### config.mk
export PLATFORM = sky130hd
export DESIGN_NAME = alu_mdu_seq
export DESIGN_NICKNAME = d
export VERILOG_FILES = /design/src/rtl/alu_mdu_seq_pkg.sv /design/src/rtl/alu_mdu_seq_div.sv /design/src/rtl/alu_mdu_seq.sv
export SDC_FILE = /design/constraint.sdc
export NUM_CORES = 2
export LEC_CHECK = 0
export ABC_CLOCK_PERIOD_IN_PS = 6470
export CAP_MARGIN = 10
export CELL_PAD_IN_SITES_DETAIL_PLACEMENT = 1
export CELL_PAD_IN_SITES_GLOBAL_PLACEMENT = 2
export CORE_AREA = 4 4 303 305
export DETAILED_ROUTE_END_ITERATION = 10
export DIE_AREA = 0 0 307 309
export GPL_ROUTABILITY_DRIVEN = 0
export PLACE_DENSITY = 0.79
export SLEW_MARGIN = 20
export SYNTH_ARGS = -nofsm -noshare
export SYNTH_HDL_FRONTEND = slang
export SYNTH_SLANG_ARGS = --single-unit
export TNS_END_PERCENT = 5
### constraint.sdc
create_clock -name clk -period 6.47 [get_ports clk]
set_clock_uncertainty 0.1 [all_clocks]
set_input_delay 1.941 -clock clk [delete_from_list [all_inputs] [get_ports clk]]
set_output_delay 1.941 -clock clk [all_outputs]
set_load 0.02 [all_outputs]
### src/rtl/alu_mdu_seq_pkg.sv
// alu_mdu_seq_pkg
// Shared definitions for the alu_mdu_seq execute unit:
//   - 5-bit operation codes (base integer ops plus multiply/divide)
//   - bit positions of the compare-flag vector {geu,ltu,ge,lt,ne,eq}
//   - FSM state encodings and single-bit ENABLE/DISABLE values
//   - small op-classification helpers used by the datapath
package alu_mdu_seq_pkg;

  typedef enum logic [4:0] {
    ALU_OP_ADD    = 5'd0,
    ALU_OP_SUB    = 5'd1,
    ALU_OP_SLL    = 5'd2,
    ALU_OP_SLT    = 5'd3,
    ALU_OP_SLTU   = 5'd4,
    ALU_OP_XOR    = 5'd5,
    ALU_OP_SRL    = 5'd6,
    ALU_OP_SRA    = 5'd7,
    ALU_OP_OR     = 5'd8,
    ALU_OP_AND    = 5'd9,
    ALU_OP_MUL    = 5'd10,
    ALU_OP_MULH   = 5'd11,
    ALU_OP_MULHSU = 5'd12,
    ALU_OP_MULHU  = 5'd13,
    ALU_OP_DIV    = 5'd14,
    ALU_OP_DIVU   = 5'd15,
    ALU_OP_REM    = 5'd16,
    ALU_OP_REMU   = 5'd17
  } alu_op_e;

  typedef enum logic [1:0] {
    ST_IDLE = 2'd0,
    ST_BUSY = 2'd1,
    ST_DONE = 2'd2
  } mdu_state_e;

  localparam int CMP_EQ  = 0;
  localparam int CMP_NE  = 1;
  localparam int CMP_LT  = 2;
  localparam int CMP_GE  = 3;
  localparam int CMP_LTU = 4;
  localparam int CMP_GEU = 5;

  localparam logic ENABLE  = 1'b1;
  localparam logic DISABLE = 1'b0;

  function automatic logic op_is_mul(input logic [4:0] o);
    case (o)
      ALU_OP_MUL, ALU_OP_MULH, ALU_OP_MULHSU, ALU_OP_MULHU: return ENABLE;
      default: return DISABLE;
    endcase
  endfunction

  function automatic logic op_is_div(input logic [4:0] o);
    case (o)
      ALU_OP_DIV, ALU_OP_DIVU, ALU_OP_REM, ALU_OP_REMU: return ENABLE;
      default: return DISABLE;
    endcase
  endfunction

  // src1 is treated as two's complement by these ops
  function automatic logic op_src1_signed(input logic [4:0] o);
    case (o)
      ALU_OP_MULH, ALU_OP_MULHSU, ALU_OP_DIV, ALU_OP_REM: return ENABLE;
      default: return DISABLE;
    endcase
  endfunction

  // src2 is treated as two's complement by these ops
  function automatic logic op_src2_signed(input logic [4:0] o);
    case (o)
      ALU_OP_MULH, ALU_OP_DIV, ALU_OP_REM: return ENABLE;
      default: return DISABLE;
    endcase
  endfunction

endpackage

### src/rtl/alu_mdu_seq_div.sv
// alu_div_iter
// Unsigned restoring divider, one quotient bit per cycle. Operands are
// magnitudes; sign handling lives in the parent. The load cycle also performs
// the first step, so o_done is high XLEN cycles after i_start.
// Ports:
//   clk, rst_n (sync active-low), i_abort (drop current divide),
//   i_start + i_dividend/i_divisor (load), o_busy, o_done (one-cycle pulse),
//   o_quotient / o_remainder (valid while o_done).
module alu_div_iter #(
  parameter int XLEN = 32
) (
  input  logic            clk,
  input  logic            rst_n,
  input  logic            i_abort,
  input  logic            i_start,
  input  logic [XLEN-1:0] i_dividend,
  input  logic [XLEN-1:0] i_divisor,
  output logic            o_busy,
  output logic            o_done,
  output logic [XLEN-1:0] o_quotient,
  output logic [XLEN-1:0] o_remainder
);

  localparam int CNT_W = $clog2(XLEN) + 1;
  localparam logic [CNT_W-1:0] CNT_LAST = CNT_W'(XLEN);

  logic [XLEN-1:0]  r_rem;
  logic [XLEN-1:0]  r_quot;
  logic [XLEN-1:0]  r_dsor;
  logic [CNT_W-1:0] r_cnt;
  logic             r_busy;

  // Shift the next dividend bit into the partial remainder and keep the
  // subtraction only when it does not go negative; returns {rem, quot}.
  function automatic logic [2*XLEN-1:0] div_step(input logic [XLEN-1:0] rem,
                                                 input logic [XLEN-1:0] quot,
                                                 input logic [XLEN-1:0] dsor);
    logic [XLEN:0] shifted;
    logic [XLEN:0] trial;
    shifted = {rem, quot[XLEN-1]};
    trial   = shifted - {1'b0, dsor};
    if (trial[XLEN]) begin
      return {shifted[XLEN-1:0], quot[XLEN-2:0], 1'b0};
    end else begin
      return {trial[XLEN-1:0], quot[XLEN-2:0], 1'b1};
    end
  endfunction

  // Divider state: load+first step on start, one step per busy cycle
  always_ff @(posedge clk) begin
    if (!rst_n) begin
      r_rem  <= {XLEN{1'b0}};
      r_quot <= {XLEN{1'b0}};
      r_dsor <= {XLEN{1'b0}};
      r_cnt  <= {CNT_W{1'b0}};
      r_busy <= 1'b0;
    end else if (i_abort) begin
      r_cnt  <= {CNT_W{1'b0}};
      r_busy <= 1'b0;
    end else if (i_start) begin
      {r_rem, r_quot} <= div_step({XLEN{1'b0}}, i_dividend, i_divisor);
      r_dsor <= i_divisor;
      r_cnt  <= {{(CNT_W-1){1'b0}}, 1'b1};
      r_busy <= 1'b1;
    end else if (r_busy) begin
      if (r_cnt == CNT_LAST) begin
        r_cnt  <= {CNT_W{1'b0}};
        r_busy <= 1'b0;
      end else begin
        {r_rem, r_quot} <= div_step(r_rem, r_quot, r_dsor);
        r_cnt <= r_cnt + {{(CNT_W-1){1'b0}}, 1'b1};
      end
    end
  end

  assign o_busy      = r_busy;
  assign o_done      = r_busy && (r_cnt == CNT_LAST);
  assign o_quotient  = r_quot;
  assign o_remainder = r_rem;

endmodule

### src/rtl/alu_mdu_seq.sv
// alu_mdu_seq
// Valid/ready EX-stage execute unit: base integer ops in one registered cycle,
// multiply/divide iterative over XLEN cycles (accept-to-out_valid = XLEN+1).
// Build option: define MDU_FAST_MUL_EN to replace the iterative multiplier by
// a single-cycle combinational one (latency 1); divide stays iterative.
// Ports:
//   clk, rst_n (sync active-low), flush (abort, beats everything but reset)
//   in_valid/in_ready, op[4:0], src1, src2 : operation request
//   out_valid/out_ready, result, cmp[5:0] : registered response,
//   cmp = {geu,ltu,ge,lt,ne,eq} from the accepted operands
module alu_mdu_seq
  import alu_mdu_seq_pkg::*;
#(
  parameter int XLEN = 32
) (
  input  logic            clk,
  input  logic            rst_n,
  input  logic            flush,
  input  logic            in_valid,
  output logic            in_ready,
  input  logic [4:0]      op,
  input  logic [XLEN-1:0] src1,
  input  logic [XLEN-1:0] src2,
  output logic            out_valid,
  input  logic            out_ready,
  output logic [XLEN-1:0] result,
  output logic [5:0]      cmp
);

  localparam int SHAMT_W = $clog2(XLEN);
  localparam int CNT_W   = $clog2(XLEN) + 1;
  localparam logic [CNT_W-1:0] CNT_LAST = CNT_W'(XLEN);

  mdu_state_e          r_state;
  logic                r_out_valid;
  logic [XLEN-1:0]     r_result;
  logic [5:0]          r_cmp;
  logic [CNT_W-1:0]    r_cnt;
  logic [4:0]          r_op;
  logic [XLEN-1:0]     r_src1;
  logic                r_neg;
  logic                r_rneg;
  logic                r_dz;
  logic [2*XLEN-1:0]   r_prod;
  logic [XLEN-1:0]     r_mcand;

  logic                w_in_ready;
  logic                w_accept;
  logic                w_s1_neg;
  logic                w_s2_neg;
  logic [XLEN-1:0]     w_mag1;
  logic [XLEN-1:0]     w_mag2;
  logic [SHAMT_W-1:0]  w_shamt;
  logic [XLEN-1:0]     w_fast_result;
  logic [2*XLEN-1:0]   w_prod_final;
  logic                w_div_busy;
  logic                w_div_done;
  logic [XLEN-1:0]     w_div_q;
  logic [XLEN-1:0]     w_div_r;
  logic [XLEN-1:0]     w_quot;
  logic [XLEN-1:0]     w_rem;
  logic [XLEN-1:0]     w_div_result;

  function automatic logic [5:0] cmp_flags(input logic [XLEN-1:0] a,
                                           input logic [XLEN-1:0] b);
    logic [5:0] f;
    f          = 6'b0;
    f[CMP_EQ]  = (a == b);
    f[CMP_NE]  = (a != b);
    f[CMP_LT]  = ($signed(a) < $signed(b));
    f[CMP_GE]  = !($signed(a) < $signed(b));
    f[CMP_LTU] = (a < b);
    f[CMP_GEU] = !(a < b);
    return f;
  endfunction

  // One shift-add step on {hi, lo}: lo starts as the multiplier, hi gathers
  // partial sums; after XLEN steps the pair is the full product.
  function automatic logic [2*XLEN-1:0] mul_step(input logic [2*XLEN-1:0] p,
                                                 input logic [XLEN-1:0]   mcand);
    logic [XLEN:0] sum;
    sum = {1'b0, p[2*XLEN-1:XLEN]} + (p[0] ? {1'b0, mcand} : {(XLEN+1){1'b0}});
    return {sum, p[XLEN-1:1]};
  endfunction

  function automatic logic [XLEN-1:0] mul_pick(input logic [4:0]        o,
                                               input logic [2*XLEN-1:0] p);
    if (o == ALU_OP_MUL) begin
      return p[XLEN-1:0];
    end else begin
      return p[2*XLEN-1:XLEN];
    end
  endfunction

  // in_ready also drops while the divider is still winding down; it never is
  // in IDLE, but accepting then would corrupt its state.
  assign w_in_ready = rst_n && !flush && (r_state == ST_IDLE) && !w_div_busy;
  assign w_accept   = in_valid && w_in_ready;

  // Signed ops work on magnitudes; signs are re-applied on the way out
  assign w_s1_neg = op_src1_signed(op) && src1[XLEN-1];
  assign w_s2_neg = op_src2_signed(op) && src2[XLEN-1];
  assign w_mag1   = w_s1_neg ? -src1 : src1;
  assign w_mag2   = w_s2_neg ? -src2 : src2;
  assign w_shamt  = src2[SHAMT_W-1:0];

`ifdef MDU_FAST_MUL_EN
  logic [2*XLEN-1:0] w_fast_mag;
  logic [2*XLEN-1:0] w_fast_prod;
  assign w_fast_mag  = {{XLEN{1'b0}}, w_mag1} * {{XLEN{1'b0}}, w_mag2};
  assign w_fast_prod = (w_s1_neg ^ w_s2_neg) ? -w_fast_mag : w_fast_mag;
`endif

  // Result for every op that completes in the accept cycle
  always_comb begin
    w_fast_result = {XLEN{1'b0}};
    case (op)
      ALU_OP_ADD:  w_fast_result = src1 + src2;
      ALU_OP_SUB:  w_fast_result = src1 - src2;
      ALU_OP_SLL:  w_fast_result = src1 << w_shamt;
      ALU_OP_SLT:  w_fast_result = {{(XLEN-1){1'b0}}, ($signed(src1) < $signed(src2))};
      ALU_OP_SLTU: w_fast_result = {{(XLEN-1){1'b0}}, (src1 < src2)};
      ALU_OP_XOR:  w_fast_result = src1 ^ src2;
      ALU_OP_SRL:  w_fast_result = src1 >> w_shamt;
      ALU_OP_SRA:  w_fast_result = $unsigned($signed(src1) >>> w_shamt);
      ALU_OP_OR:   w_fast_result = src1 | src2;
      ALU_OP_AND:  w_fast_result = src1 & src2;
`ifdef MDU_FAST_MUL_EN
      ALU_OP_MUL, ALU_OP_MULH, ALU_OP_MULHSU, ALU_OP_MULHU:
                   w_fast_result = mul_pick(op, w_fast_prod);
`endif
      default:     w_fast_result = {XLEN{1'b0}};
    endcase
  end

  alu_div_iter #(.XLEN(XLEN)) u_div (
    .clk         (clk),
    .rst_n       (rst_n),
    .i_abort     (flush),
    .i_start     (w_accept && op_is_div(op)),
    .i_dividend  (w_mag1),
    .i_divisor   (w_mag2),
    .o_busy      (w_div_busy),
    .o_done      (w_div_done),
    .o_quotient  (w_div_q),
    .o_remainder (w_div_r)
  );

  // Divide-by-zero bypasses sign fix-up: quotient all ones, remainder = src1.
  // Signed overflow falls out naturally (|MIN|/1 re-negated is MIN, rem 0).
  assign w_quot       = r_dz ? {XLEN{1'b1}} : (r_neg  ? -w_div_q : w_div_q);
  assign w_rem        = r_dz ? r_src1       : (r_rneg ? -w_div_r : w_div_r);
  assign w_div_result = ((r_op == ALU_OP_DIV) || (r_op == ALU_OP_DIVU)) ? w_quot : w_rem;
  assign w_prod_final = r_neg ? -r_prod : r_prod;

  // Control FSM plus all registered outputs
  always_ff @(posedge clk) begin
    if (!rst_n) begin
      r_state     <= ST_IDLE;
      r_out_valid <= 1'b0;
      r_result    <= {XLEN{1'b0}};
      r_cmp       <= 6'b0;
      r_cnt       <= {CNT_W{1'b0}};
      r_op        <= 5'd0;
      r_src1      <= {XLEN{1'b0}};
      r_neg       <= 1'b0;
      r_rneg      <= 1'b0;
      r_dz        <= 1'b0;
      r_prod      <= {(2*XLEN){1'b0}};
      r_mcand     <= {XLEN{1'b0}};
    end else if (flush) begin
      r_state     <= ST_IDLE;
      r_out_valid <= 1'b0;
      r_cnt       <= {CNT_W{1'b0}};
    end else begin
      case (r_state)
        ST_IDLE: begin
          if (w_accept) begin
            r_cmp  <= cmp_flags(src1, src2);
            r_op   <= op;
            r_src1 <= src1;
            r_neg  <= w_s1_neg ^ w_s2_neg;
            r_rneg <= w_s1_neg;
            r_dz   <= (src2 == {XLEN{1'b0}});
            if (op_is_div(op)) begin
              r_state <= ST_BUSY;
`ifndef MDU_FAST_MUL_EN
            end else if (op_is_mul(op)) begin
              // First shift-add step happens on the accept edge
              r_prod  <= mul_step({{XLEN{1'b0}}, w_mag2}, w_mag1);
              r_mcand <= w_mag1;
              r_cnt   <= {{(CNT_W-1){1'b0}}, 1'b1};
              r_state <= ST_BUSY;
`endif
            end else begin
              r_result    <= w_fast_result;
              r_out_valid <= 1'b1;
              r_state     <= ST_DONE;
            end
          end
        end
        ST_BUSY: begin
          if (op_is_div(r_op)) begin
            if (w_div_done) begin
              r_result    <= w_div_result;
              r_out_valid <= 1'b1;
              r_state     <= ST_DONE;
            end
          end else if (r_cnt == CNT_LAST) begin
            r_result    <= mul_pick(r_op, w_prod_final);
            r_cnt       <= {CNT_W{1'b0}};
            r_out_valid <= 1'b1;
            r_state     <= ST_DONE;
          end else begin
            r_prod <= mul_step(r_prod, r_mcand);
            r_cnt  <= r_cnt + {{(CNT_W-1){1'b0}}, 1'b1};
          end
        end
        ST_DONE: begin
          if (out_ready) begin
            r_out_valid <= 1'b0;
            r_state     <= ST_IDLE;
          end
        end
        default: begin
          r_out_valid <= 1'b0;
          r_state     <= ST_IDLE;
        end
      endcase
    end
  end

  assign in_ready  = w_in_ready;
  assign out_valid = r_out_valid;
  assign result    = r_result;
  assign cmp       = r_cmp;

endmodule
Yosys cells after proc, flatten, opt, wreduce, memory -nomap -nowiden --
Cells that the tools add are included.
Cells by class: add/subtract/negate cells 12, $mul 0, div/mod/pow operators 0, order comparisons 2, equal/unequal tests 38, shift operators 3, multiplexer cells 78, bitwise logic cells 7, reductions and logical operators 34
Operators with widths (count):
- $mux 32 | 22
- $mux 64 | 8
- $pmux 32 s10 | 1
- $neg 32->32 | 4
- $pmux 64 s2 | 1
- $lt 32x32->1 | 2
- $neg 64->64 | 1
- $pmux 32 s2 | 1
- $eq 5x4->1 const B | 11
- $mux 6 | 6
- $add 32x32->33 | 1
- $sub 1x32->33 | 1
- $sub 33x32->33 | 1
- $add 32x32->32 | 1
- $and 32x32->32 | 1
- $eq 32x32->1 | 1
- $logic_not 32->1 | 1
- $ne 32x32->1 | 1
- $or 32x32->32 | 1
- $shl 32x5->32 | 1
- $shr 32x5->32 | 1
- $sshr 32x5->32 | 1
- $sub 32x32->32 | 1
- $xor 32x32->32 | 1
- other kinds (34) | 103
Word-level totals: register bits after elaboration 286, bits in latches 0, bits in writable memories 0, bits in read-only memories 0, input bits 74, output and inout port bits 40, logic and storage cells 192, memories kept 0

Logic depth before layout (Yosys ltp) --
depth in word-level cells 18, gate-level depth with buffers 16, depth with buffers taken out 13

Modules after synthesis --
Synthesis repeated with hierarchy kept, for this count alone.
Unflattened totals: cells, all modules 4084, area, all modules 29872.4 um^2
Modules (own cells, without submodules):
- alu_mdu_seq | times used 1, cells each 3243, area an instance 23177.2 um^2, seq. area each 3663.5 um^2
- alu_div_iter | times used 1, cells each 841, area an instance 6695.2 um^2, seq. area each 2062.0 um^2

Least setup slack after synthesis --
OpenSTA, ideal clock, no wires.
path type input to register, start point input port src2[2], end point register r_result[31] (netlist: result[31]), setup time 0.123 ns, data arrival time 6.179 ns, required time 6.247 ns, slack 0.068 ns, stages 15, path buffers 5, path through clkbuf_1 > clkbuf_1 > inv_2 > buf_1 > clkbuf_1 > ha_1 > clkbuf_1 > or4_1 > a2111oi_0 > o31ai_1 > and3_1 > o31ai_1 > mux2_2 > o21ai_0 > a31oi_1
On the way: longest elaborated chain between the ends 6, elaborated cells between the ends (all ways) 10, those cells by class add/sub: 2; shift: 3; mux: 5
RTL lines:
- start, declared | RTL line alu_mdu_seq.sv:23 | input logic [XLEN-1:0] src2,
- $sub 32x32->32 (tied with other cells) | RTL line alu_mdu_seq.sv:119 | ALU_OP_SUB: w_fast_result = src1 - src2;
- $pmux 32 s10 * | RTL line alu_mdu_seq.sv:117 | case (op)
- $mux 32 * | RTL line alu_mdu_seq.sv:188 | end else if (op_is_mul(op)) begin
- $mux 32 * | RTL line alu_mdu_seq.sv:185 | if (op_is_div(op)) begin
- $mux 32 * | RTL line alu_mdu_seq.sv:178 | if (w_accept) begin
- $pmux 32 s2 * | RTL line alu_mdu_seq.sv:176 | case (r_state)
- end signal, assigned | RTL line alu_mdu_seq.sv:196 | r_result <= w_fast_result;
- end signal, assigned | RTL line alu_mdu_seq.sv:205 | r_result <= w_div_result;
- end signal, assigned | RTL line alu_mdu_seq.sv:210 | r_result <= mul_pick(r_op, w_prod_final);
- end, declared | RTL line alu_mdu_seq.sv:36 | logic [XLEN-1:0] r_result;
Mark *: on every way between the ends. The rest lies on a longest branch, timed or not. The select of a mux whose other input is x is not followed. A chain may end at the register's enable or synchronous reset.

Worst setup path in the final report --
start point input port src1[14], end point register u_div.r_rem[25] (netlist: u_div.o_remainder[25])
On the way: longest elaborated chain between the ends 5
RTL lines:
- start, declared | RTL line alu_mdu_seq.sv:22 | input logic [XLEN-1:0] src1,
- $neg 32->32 | RTL line alu_mdu_seq.sv:103 | assign w_mag1 = w_s1_neg ? -src1 : src1;
- $mux 32 | RTL line alu_mdu_seq.sv:103
- $sub 1x32->33 | RTL line alu_mdu_seq_div.sv:41 | trial = shifted - {1'b0, dsor};
- $mux 64 | RTL line alu_mdu_seq_div.sv:42 | if (trial[XLEN]) begin
- $mux 32 | RTL line alu_mdu_seq_div.sv:60 | end else if (i_start) begin
- end signal, assigned | RTL line alu_mdu_seq_div.sv:52 | r_rem <= {XLEN{1'b0}};
- end signal, assigned | RTL line alu_mdu_seq_div.sv:61 | {r_rem, r_quot} <= div_step({XLEN{1'b0}}, i_dividend, i_divisor);
- end signal, assigned | RTL line alu_mdu_seq_div.sv:70 | {r_rem, r_quot} <= div_step(r_rem, r_quot, r_dsor);
- end, declared | RTL line alu_mdu_seq_div.sv:27 | logic [XLEN-1:0] r_rem;
No other way between the ends.

==> results.ini <==
[synth]
ys_seq_elements=286
synthTopCellsByArea=dfxtp_1 19%, ha_1 7.4%, a21oi_1 5.5%
synthCells=4131
synth_nets=4386
yosysUniqueCellTypes=92
synthArstFlopShare_pct=0
synthFlopType=dfxtp_1
yosysSeqAreaShare_pct=19.02
syn_area_um2=30100
synth_top_area_share_pct=19.02
syn_avg_cell_area_um2=7.286
ys_warn_count=0
yosysTopAreaCell=dfxtp_1
synth_edf_count=0

[global_routing]
grt_pass1_wl_um=235000
busiest_layer=met2
use_met2_pct=50.30
grt_antenna_before_repair=8
grt_max_degree=120
grt_overflow=0
grt_pass1_vias=33312
globalRouteMet1Util_pct=42.02
grt_usage_pct=33.06
grt_use_met3_pct=7.654

[detailed_routing]
drt-initial-drc-count=4068
dr.pass1.iters=7
ant_nets=0
via_count=34842
wl_per_cell_um=30.61
wl_um=164100
drcViolationCount=0
viasPerCell=6.500

[clocking]
hold_buffers=0
clk_pin_slew_worst_paths_ns=0.06
cts.sink_count=286
cts_tree=built
worstSkewPairLatency_ns=0.56
clockBufferDepth=3
numCtsBuffers=36
root_buffer=clkbuf_16
post_cts_resized=0
ctsHtreeMaxLevel=2
cts_setup_buffers=0

[sta]
hold_viol=0
fmax_mhz=166.2
period_share_pct=92.98
finalSetupViolations=0
rsz0062_at_grt=false
setup-tns-final_ns=0
max-slew-margin-rel_pct=24.32
final_max_slew_viol_count=0
layout_min_cycle_time_ns=6.016
worst_pin_slew_ns=1.123

[critical_path]
critical_path_required_ns=6.84
cp.arrival_ns=6.38
end_kind=register
critPathMaxFanout=6
cp-start-kind=input port
crit_type=input port to register

[floorplanning]
die_width_um=307
core_um2=89320
num_rows=110
die_area_um2=94860
start_util_pct=33.70
die_h_um=309
pin_count=114

[placed_design]
postPlaceCellArea_um2=33140
hpwlAfterDp_um=128100
place.port_buffers=113

[layout]
layout_common_cells=426 x nand2_1, 423 x nor2_1, 331 x a21oi_1
fin_nets=4412
drive_gt1_share_pct=10.31
n_fill_cell=10997
area_delta_synth_final_pct=14.33
final_common_cell=nand2_1
design_area_um2=34410

[power]
seq_power_share_pct=30.5
p_sw_share_pct=37.14
power.net_switching_mw=2.246
p_clk_share_pct=36.1
p_int_mw=3.803
ir_worst_vdd_mv=0.1639
p_leak_nw=13.14
power.density_nw_per_um2=175.8
comb_power_share_pct=33.5

[min_path]
hold_path_class=register to register

[outcome]
status=finished clean

[flow_run]
maxCapViolCount=0

-- power by group through the flow --
stage / clock [mW] / combinational [mW] / sequential [mW]
6_report: 2.18 / 2.02 / 1.84
5_1_grt: 2.28 / 2.10 / 1.85
4_1_cts: 2.21 / 1.94 / 1.84
3_5_place_dp: 0 / 1.94 / 1.88
3_3_place_gp: 0 / 1.93 / 1.88
2_1_floorplan: 0 / 1.16 / 1.87
-- metal layers --
metal / wire [µm] / up-vias
met1: 65290 / 17076
met5: 47 / -
met4: 13480 / 8
met2: 69160 / 1913
li1: - / 15327
met3: 16080 / 518
-- sequential cells by signal, summed over array words and instances, names as in the netlist, 5 cells and up --
signal / count
r_cnt: 6
u_div.o_remainder: 32
u_div.r_dsor: 32
r_mcand: 32
r_prod: 64
cmp: 6
u_div.r_cnt: 6
r_src1: 32
u_div.o_quotient: 32
r_op: 5
result: 32
-- stage by stage --
stage	power, mW	util [%]	worst slack, ns	instances	hold slack [ns]
3_5_place_dp	3.816	37.10	0.01996	5295	0.3490
3_3_place_gp	3.809	37.10	0.07885	5295	0.3422
2_1_floorplan	3.023	-	0.06777	4131	0.3312
4_1_cts	5.996	38.50	0.5632	5358	0.3569
5_1_grt	6.223	38.52	0.3141	5358	0.3789
6_report	6.049	38.53	0.4543	5360	0.3602
-- synth_stat cells (all sizes together), types with 83 or more instances --
library cell  count
xnor2           163
inv             155
nor3             99
a211oi          131
ha              177
clkbuf          283
nand2           428
nor2            428
dfxtp           286
nand3            83
o21ai           301
a21oi           333
-- cell type report --
type	count	area, µm²	area share, %
inverters	156	590.6	1.716
diodes	2	5.005	0.01454
multi-input cells	3365	22670	65.88
flip-flops and latches	286	5728	16.65
repair buffers	312	2700	7.846
clock buffers	48	1028	2.989
well taps	1176	1471	4.276
clock inverters	15	219.0	0.6363
-- cell families (layout without fill, tap and decap cells) --
family	Yosys count	after routing	share of synthesized area, %
compound gates	1374	1374	30.23
xor+xnor	242	242	7.042
fa+ha+maj	181	181	7.624
buf+inv	480	531	6.040
flops	286	286	19.02
mux	153	153	7.873
other cells	0	2	0
simple gates	1415	1415	22.17
-- worst max-delay path: stages --
cell             delay, ns
clkdlybuf4s50_1       0.49
nor4_1                0.62
buf_4                 0.24
nand3_1               0.25
or4_1                 0.63
nor4_1                0.38
a22oi_1               0.21
ha_1                  0.23
inv_1                 0.07
ha_1                  0.14
nand4_1               0.10
nor4bb_1              0.32
and4_1                0.30
a21oi_1               0.16
o211ai_1              0.29
-- final timing paths --
| kind | start | to | slack, ns | depth (start not counted) |
|---|---|---|---|---|
| setup / recovery | src1[14] | u_div.o_remainder[25] | 0.45 | 15 |
| hold / removal | r_src1[22] | r_src1[22] | 0.36 | 2 |
| setup reg to reg | u_div.o_quotient[31] | u_div.o_remainder[21] | 1.29 | 13 |
| hold reg to reg | r_src1[22] | r_src1[22] | 0.36 | 2 |
Note: power is estimated with default switching activity, not from simulation.
